===== src/rtl/multi_cycle_control_pkg.sv =====
// Shared encodings for the multi-cycle MIPS controller: states, opcodes, ALU operation classes
// and the per-state output decode.
package multi_cycle_control_pkg;

  typedef enum logic [3:0] {
    StIdle    = 4'd0,
    StFetch   = 4'd1,
    StDecode  = 4'd2,
    StMemAdr  = 4'd3,
    StMemRd   = 4'd4,
    StMemWb   = 4'd5,
    StMemWr   = 4'd6,
    StRExec   = 4'd7,
    StRWb     = 4'd8,
    StBranch  = 4'd9,
    StJump    = 4'd10,
    StIExec   = 4'd11,
    StIWb     = 4'd12,
    StIllegal = 4'd13
  } state_e;

  localparam logic [5:0] OpRType = 6'b000000;
  localparam logic [5:0] OpLw    = 6'b100011;
  localparam logic [5:0] OpSw    = 6'b101011;
  localparam logic [5:0] OpBeq   = 6'b000100;
  localparam logic [5:0] OpBne   = 6'b000101;
  localparam logic [5:0] OpJ     = 6'b000010;
  localparam logic [5:0] OpAddi  = 6'b001000;
  localparam logic [5:0] OpAndi  = 6'b001100;
  localparam logic [5:0] OpOri   = 6'b001101;
  localparam logic [5:0] OpSlti  = 6'b001010;

  localparam logic [3:0] AluOpAdd  = 4'd0;
  localparam logic [3:0] AluOpSub  = 4'd1;
  localparam logic [3:0] AluOpFunc = 4'd2;
  localparam logic [3:0] AluOpAnd  = 4'd3;
  localparam logic [3:0] AluOpOr   = 4'd4;
  localparam logic [3:0] AluOpSlt  = 4'd5;

  // pc_write/ir_write are enables only; FETCH and BRANCH qualify them with MemReady/Zero.
  typedef struct packed {
    logic       pc_write;
    logic       iord;
    logic       mem_read;
    logic       mem_write;
    logic       ir_write;
    logic       mem_to_reg;
    logic       reg_dst;
    logic       reg_write;
    logic       alu_src_a;
    logic [1:0] alu_src_b;
    logic [1:0] pc_source;
    logic [3:0] alu_op;
    logic       sign_extend;
    logic       illegal_op;
    logic       branch_ne;
  } ctrl_t;

  function automatic state_e dispatch(input logic [5:0] opcode);
    case (opcode)
      OpRType:                        return StRExec;
      OpLw, OpSw:                     return StMemAdr;
      OpBeq, OpBne:                   return StBranch;
      OpJ:                            return StJump;
      OpAddi, OpAndi, OpOri, OpSlti:  return StIExec;
      default:                        return StIllegal;
    endcase
  endfunction

  function automatic ctrl_t ctrl_decode(input state_e st, input logic [5:0] opcode);
    ctrl_t c;
    c             = '0;
    c.alu_op      = AluOpAdd;
    c.sign_extend = (st != StIdle);
    case (st)
      StFetch: begin
        c.mem_read  = 1'b1;
        c.alu_src_b = 2'b01;
        c.pc_write  = 1'b1;
        c.ir_write  = 1'b1;
      end
      StDecode: c.alu_src_b = 2'b11;
      StMemAdr: begin
        c.alu_src_a = 1'b1;
        c.alu_src_b = 2'b10;
      end
      StMemRd: begin
        c.mem_read = 1'b1;
        c.iord     = 1'b1;
      end
      StMemWb: begin
        c.reg_write  = 1'b1;
        c.mem_to_reg = 1'b1;
      end
      StMemWr: begin
        c.mem_write = 1'b1;
        c.iord      = 1'b1;
      end
      StRExec: begin
        c.alu_src_a = 1'b1;
        c.alu_op    = AluOpFunc;
      end
      StRWb: begin
        c.reg_write = 1'b1;
        c.reg_dst   = 1'b1;
      end
      StBranch: begin
        c.alu_src_a = 1'b1;
        c.alu_op    = AluOpSub;
        c.pc_source = 2'b01;
        c.pc_write  = 1'b1;
        c.branch_ne = (opcode == OpBne);
      end
      StJump: begin
        c.pc_write  = 1'b1;
        c.pc_source = 2'b10;
      end
      StIExec: begin
        c.alu_src_a = 1'b1;
        c.alu_src_b = 2'b10;
        case (opcode)
          OpAndi: begin
            c.alu_op      = AluOpAnd;
            c.sign_extend = 1'b0;
          end
          OpOri: begin
            c.alu_op      = AluOpOr;
            c.sign_extend = 1'b0;
          end
          OpSlti:  c.alu_op = AluOpSlt;
          default: c.alu_op = AluOpAdd;
        endcase
      end
      StIWb:     c.reg_write  = 1'b1;
      StIllegal: c.illegal_op = 1'b1;
      default: ;
    endcase
    return c;
  endfunction

endpackage


===== src/rtl/mc_wait_counter.sv =====
// Memory wait counter: counts stalled cycles in a memory state and flags the timeout cycle.
module mc_wait_counter #(
  parameter int unsigned WAIT_LIMIT = 15,
  parameter int unsigned CNT_W      = 8
) (
  input  logic CLK,
  input  logic Reset_L,
  input  logic active,
  input  logic ready,
  input  logic state_change,
  output logic timeout
);

  logic [CNT_W-1:0] cnt_q;
  logic             inc;

  assign inc     = active & ~ready;
  // A ready in the limit cycle masks the timeout.
  assign timeout = inc & (cnt_q == CNT_W'(WAIT_LIMIT - 1));

  always_ff @(negedge CLK or negedge Reset_L) begin
    if (!Reset_L) begin
      cnt_q <= '0;
    end else if (state_change || timeout) begin
      cnt_q <= '0;
    end else if (inc) begin
      cnt_q <= cnt_q + CNT_W'(1);
    end
  end

endmodule


===== src/rtl/multi_cycle_control.sv =====
// Moore controller for the multi-cycle MIPS datapath; state and outputs update on negedge CLK.
module multi_cycle_control
  import multi_cycle_control_pkg::*;
#(
  parameter int unsigned WAIT_LIMIT = 15,
  parameter int unsigned CNT_W      = 8
) (
  input  logic       CLK,
  input  logic       Reset_L,
  input  logic [5:0] Opcode,
  input  logic       Zero,
  input  logic       MemReady,
  output logic       PCWrite,
  output logic       IorD,
  output logic       MemRead,
  output logic       MemWrite,
  output logic       IRWrite,
  output logic       MemToReg,
  output logic       RegDst,
  output logic       RegWrite,
  output logic       ALUSrcA,
  output logic [1:0] ALUSrcB,
  output logic [1:0] PCSource,
  output logic [3:0] ALUOp,
  output logic       SignExtend,
  output logic       IllegalOp,
  output logic       MemTimeout
);

  state_e state_q, state_d;
  ctrl_t  ctrl_q;
  logic   waiting, timeout, pc_gate;

  assign waiting = state_q inside {StFetch, StMemRd, StMemWr};

  mc_wait_counter #(
    .WAIT_LIMIT(WAIT_LIMIT),
    .CNT_W     (CNT_W)
  ) u_wait_counter (
    .CLK         (CLK),
    .Reset_L     (Reset_L),
    .active      (waiting),
    .ready       (MemReady),
    .state_change(state_d != state_q),
    .timeout     (timeout)
  );

  always_comb begin
    state_d = state_q;
    case (state_q)
      StIdle:   state_d = StFetch;
      StFetch:  state_d = MemReady ? StDecode : StFetch;
      StDecode: state_d = dispatch(Opcode);
      StMemAdr: state_d = (Opcode == OpLw) ? StMemRd : StMemWr;
      StMemRd: begin
        if (MemReady)     state_d = StMemWb;
        else if (timeout) state_d = StFetch;
      end
      StMemWr:  if (MemReady || timeout) state_d = StFetch;
      StRExec:  state_d = StRWb;
      StIExec:  state_d = StIWb;
      StMemWb, StRWb, StBranch, StJump, StIWb, StIllegal: state_d = StFetch;
      default:  state_d = StIdle;
    endcase
  end

  // Outputs are registered alongside the state so they follow it without decode glitches.
  always_ff @(negedge CLK or negedge Reset_L) begin
    if (!Reset_L) begin
      state_q <= StIdle;
      ctrl_q  <= '0;
    end else begin
      state_q <= state_d;
      ctrl_q  <= ctrl_decode(state_d, Opcode);
    end
  end

  always_comb begin
    pc_gate = 1'b1;
    if (state_q == StFetch)       pc_gate = MemReady;
    else if (state_q == StBranch) pc_gate = ctrl_q.branch_ne ? ~Zero : Zero;
  end

  assign PCWrite    = ctrl_q.pc_write & pc_gate;
  assign IRWrite    = ctrl_q.ir_write & MemReady;
  assign IorD       = ctrl_q.iord;
  assign MemRead    = ctrl_q.mem_read;
  assign MemWrite   = ctrl_q.mem_write;
  assign MemToReg   = ctrl_q.mem_to_reg;
  assign RegDst     = ctrl_q.reg_dst;
  assign RegWrite   = ctrl_q.reg_write;
  assign ALUSrcA    = ctrl_q.alu_src_a;
  assign ALUSrcB    = ctrl_q.alu_src_b;
  assign PCSource   = ctrl_q.pc_source;
  assign ALUOp      = ctrl_q.alu_op;
  assign SignExtend = ctrl_q.sign_extend;
  assign IllegalOp  = ctrl_q.illegal_op;
  assign MemTimeout = timeout;

endmodule

===== config.mk =====
export PLATFORM = sky130hd
export DESIGN_NAME = multi_cycle_control
export DESIGN_NICKNAME = d
export VERILOG_FILES = /design/src/rtl/multi_cycle_control_pkg.sv /design/src/rtl/mc_wait_counter.sv /design/src/rtl/multi_cycle_control.sv
export SDC_FILE = /design/constraint.sdc
export NUM_CORES = 1
export LEC_CHECK = 0
export CORE_MARGIN = 2
export CORE_UTILIZATION = 50
export DETAILED_ROUTE_END_ITERATION = 10
export PLACE_DENSITY = 0.76
export SYNTH_ARGS = -nofsm -noshare
export SYNTH_HDL_FRONTEND = slang
export SYNTH_SLANG_ARGS = --single-unit

===== constraint.sdc =====
create_clock -name CLK -period 3.67 [get_ports CLK]
set_input_delay 0.5505 -clock CLK [delete_from_list [all_inputs] [get_ports CLK]]
set_output_delay 0.5505 -clock CLK [all_outputs]
set_load 0.02 [all_outputs]

==> results.yml, run 1 <==
route:
  wl_mm: 6.801
  via_per_inst: 5.781
  drt-wirelength-per-cell_microns: 22.23
  drc_errors: 0
  drtPass1Iterations: 4
  drt_iter0_drc: 78
  dr_total_vias: 1769
  ant_nets: 0
global_routing:
  antenna_found_initial: 0
  grt_max_degree: 32
  grt_pass1_vias: 1866
  gr-usage-all-layers: 0.2977
  grt_pass1_wl_mm: 9.177
  grt_overflow_total: 0
synth:
  synth_top_area_cell: "dfrtn_1"
  synth_seq_cells: 31
  yosysWarnings: 0
  yosys.area.top_type_share: 0.4306
  syn_avg_cell_area_sq_um: 9.900
  yosysSeqAreaShare: 0.4306
  synth_edf_count: 0
  async_flop_share: 1.000
  synth.distinct_cells: 54
  netlist_instances: 182
  synthFlopType: "dfrtn_1"
  syn-cell-area_sq_um: 1802
  synth_area_leaders: "dfrtn_1, buf_4, nor2_1"
  synth_fp_nets: 194
clocking:
  cts_tree: "done"
  numCtsBuffers: 5
  h-tree-depth: 2
  cts-root-buf: "clkbuf_4"
  clock_path_buffers: 2
  path_clk_slew_ns: 0.06
  clk-insertion-delay-late_ns: 0.34
  cts.sink_count: 31
  cts-hold-fix-buffers: 0
floorplanning:
  start_util: 0.5316
  dieArea_sq_um: 4100
  die_w_microns: 64.03
  die_height_microns: 64.03
  boundaryPins: 30
  rows: 21
  core_area_sq_um: 3390
place:
  dp.cells: 283
  dp_hpwl_mm: 3.357
  globalplace.congestion: 0.8674
  numPortBuffers: 28
  place_area_sq_um: 2412
status:
  failed_checks: "setup timing"
  run_status: "finished with violations"
hold_path:
  hold_start: "u_wait_counter.cnt_q[2]"
  whs_endpoint: "u_wait_counter.cnt_q[2]"
  hp-class: "flip-flop to flip-flop"
  hold_depth: 3
power:
  p_leak_uw: 0.001290
  pwr_density_cell_nw_per_um2: 793.4
  p_clk_frac: 0.125
  p_switching_uw: 1068
  p_int_uw: 1284
  power_switching_share: 0.4541
  p_seq_frac: 0.198
  p_comb_frac: 0.678
  ir_drop_mv: 0.4707
final_layout:
  mostFrequentLayoutCell: "buf_4"
  final_cell_mix: "buf_4, dfrtn_1, buf_6, dlygate4sd2_1, nand2_1"
  drive_above_1_share: 0.5346
  nNetsFinal: 271
  final_area_sq_um: 2965
  utilization: 0.8749
  diodes: 0
  area_growth_pct: 64.58
  instances_no_fill: 306
  fillers: 145
worst_setup_path:
  crit_fanout: 2
  required_ns: 3.12
  crit_type: "flip-flop to output pin"
  r2r-start: "state_q[2]"
  worstSetupStartpointType: "flip-flop"
  reg2reg_slack_ns: 1.13
  path_buf_inv: 1
  crit_family: "simple AND/OR/NAND/NOR gates"
  cp.arrival_ns: 3.73
  reg2reg_to: "MemRead"
  max_stage_delay_ns: 0.47
  path_cells: "ha_2 > or4b_4 > nor3_4 > and2_4 > buf_6"
  slowest_stage: "or4b_4"
  worstRegToRegCells: 8
  cp-end-kind: "output pin"
timing:
  holdWs_ns: 0.6978
  slew_viol_final: 0
  setup_violations: 27
  fin_skew_ns: 0.02067
  fin_ws_ns: -0.6127
  rsz0062_at_grt: "true"
  hold_viol_final: 0
run:
  maxCapViolCount: 0
-- power groups by stage --
stage               logic (uW)  clock network [uW]  registers (uW)
finish                    1590                 293             465
global route              1670                 306             471
CTS                       1270                 285             452
detailed placement        1080                   0             461
global placement          1050                   0             457
floorplan                  636                   0             492
-- cells by family after synthesis --
family          share of synthesized area
mux                              0.006250
compound gates                     0.1847
other cells                      0.002081
simple gates                       0.2382
xor+xnor                          0.04861
buf+inv                           0.07568
flops                              0.4306
fa+ha+maj                         0.01389
-- cell type report --
cell class / instances / area [sq um] / area share
inverter: 6 / 27.53 / 0.009283
multi-input combinational: 127 / 1239 / 0.4177
tap: 46 / 57.56 / 0.01941
clock inverter: 2 / 35.03 / 0.01181
sequential: 31 / 775.7 / 0.2616
timing repair buffer: 88 / 779.5 / 0.2629
clock buffer: 6 / 51.30 / 0.01730
-- state kept, by name, summed over array words and instances (netlist names), 2 cells and up --
signal / count
state_q: 4
PCSource: 2
ctrl_q: 3
ALUOp: 3
ALUSrcB: 2
u_wait_counter.cnt_q: 8
-- timing repair --
action                                  in CTS  in global routing
endpoints found under the setup margin      47                 27
hold endpoints to repair                     0                  0
pin swaps                                   26                 26
resized for setup                           99                 44
cloned                                       0                  0
buffers inserted                            13                  2
-- through the flow --
step | total power, uW | TNS [ns] | worst slack, ns
2_1_floorplan | 1128 | -5.452 | -0.3686
3_3_place_gp | 1506 | -22.28 | -0.9007
3_5_place_dp | 1541 | -23.60 | -0.9590
4_1_cts | 2005 | -1.192 | -0.6522
5_1_grt | 2446 | -4.385 | -0.6565
6_report | 2353 | -3.752 | -0.6127
-- synthesized netlist by cell type (5+ instances only) --
cell type	number
xnor2_1	6
nand2_1	14
nor3_1	11
nor2_1	16
o21ai_0	5
inv_1	6
buf_4	9
dfrtn_1	31
-- per-layer routing --
| metal | vias up | wire length (microns) | GRT usage | part of all wire |
|---|---|---|---|---|
| li1 | 802 | - | - | - |
| met1 | 876 | 2486 | 0.3310 | 0.37 |
| met2 | 71 | 3692 | 0.5182 | 0.54 |
| met3 | 20 | 378 | 0.08275 | 0.056 |
| met4 | 0 | 245 | 0.1495 | 0.036 |
| met5 | - | 0 | 0 | 0 |
-- how the worst max path moves through the flow --
stage                       startpoint                      end  slack [ns]  cells past startpoint
4_1_cts        u_wait_counter.cnt_q[1]               MemTimeout       -0.65                      5
6_report       u_wait_counter.cnt_q[1]               MemTimeout       -0.61                      5
3_5_place_dp                 Opcode[1]  u_wait_counter.cnt_q[1]       -0.96                      7
2_1_floorplan                Opcode[0]  u_wait_counter.cnt_q[1]       -0.37                      7
3_3_place_gp                 Opcode[1]  u_wait_counter.cnt_q[1]       -0.90                      7
5_1_grt        u_wait_counter.cnt_q[1]               MemTimeout       -0.66                      5
-- tightest hold or removal path, delay by kind of cell, from the launching register on --
kind / cells / cell delay, ns
AND/OR/NAND/NOR: 1 / 0.14
XOR/XNOR: 1 / 0.08
buffers and inverters: 1 / 0.13
flip-flops: 1 / 0.42
No activity file was read; power rests on OpenSTA's default activity.
==> inputs of run 2 (changes only) <==
--- a/config.mk
+++ b/config.mk
@@ -5,6 +5,7 @@
 export SDC_FILE = /design/constraint.sdc
 export NUM_CORES = 1
 export LEC_CHECK = 0
+export CAP_MARGIN = 20
 export CORE_MARGIN = 2
 export CORE_UTILIZATION = 50
 export DETAILED_ROUTE_END_ITERATION = 10
==> results of run 2 <==
No change in the layout: final DEF, timing and power equal those of run 1.
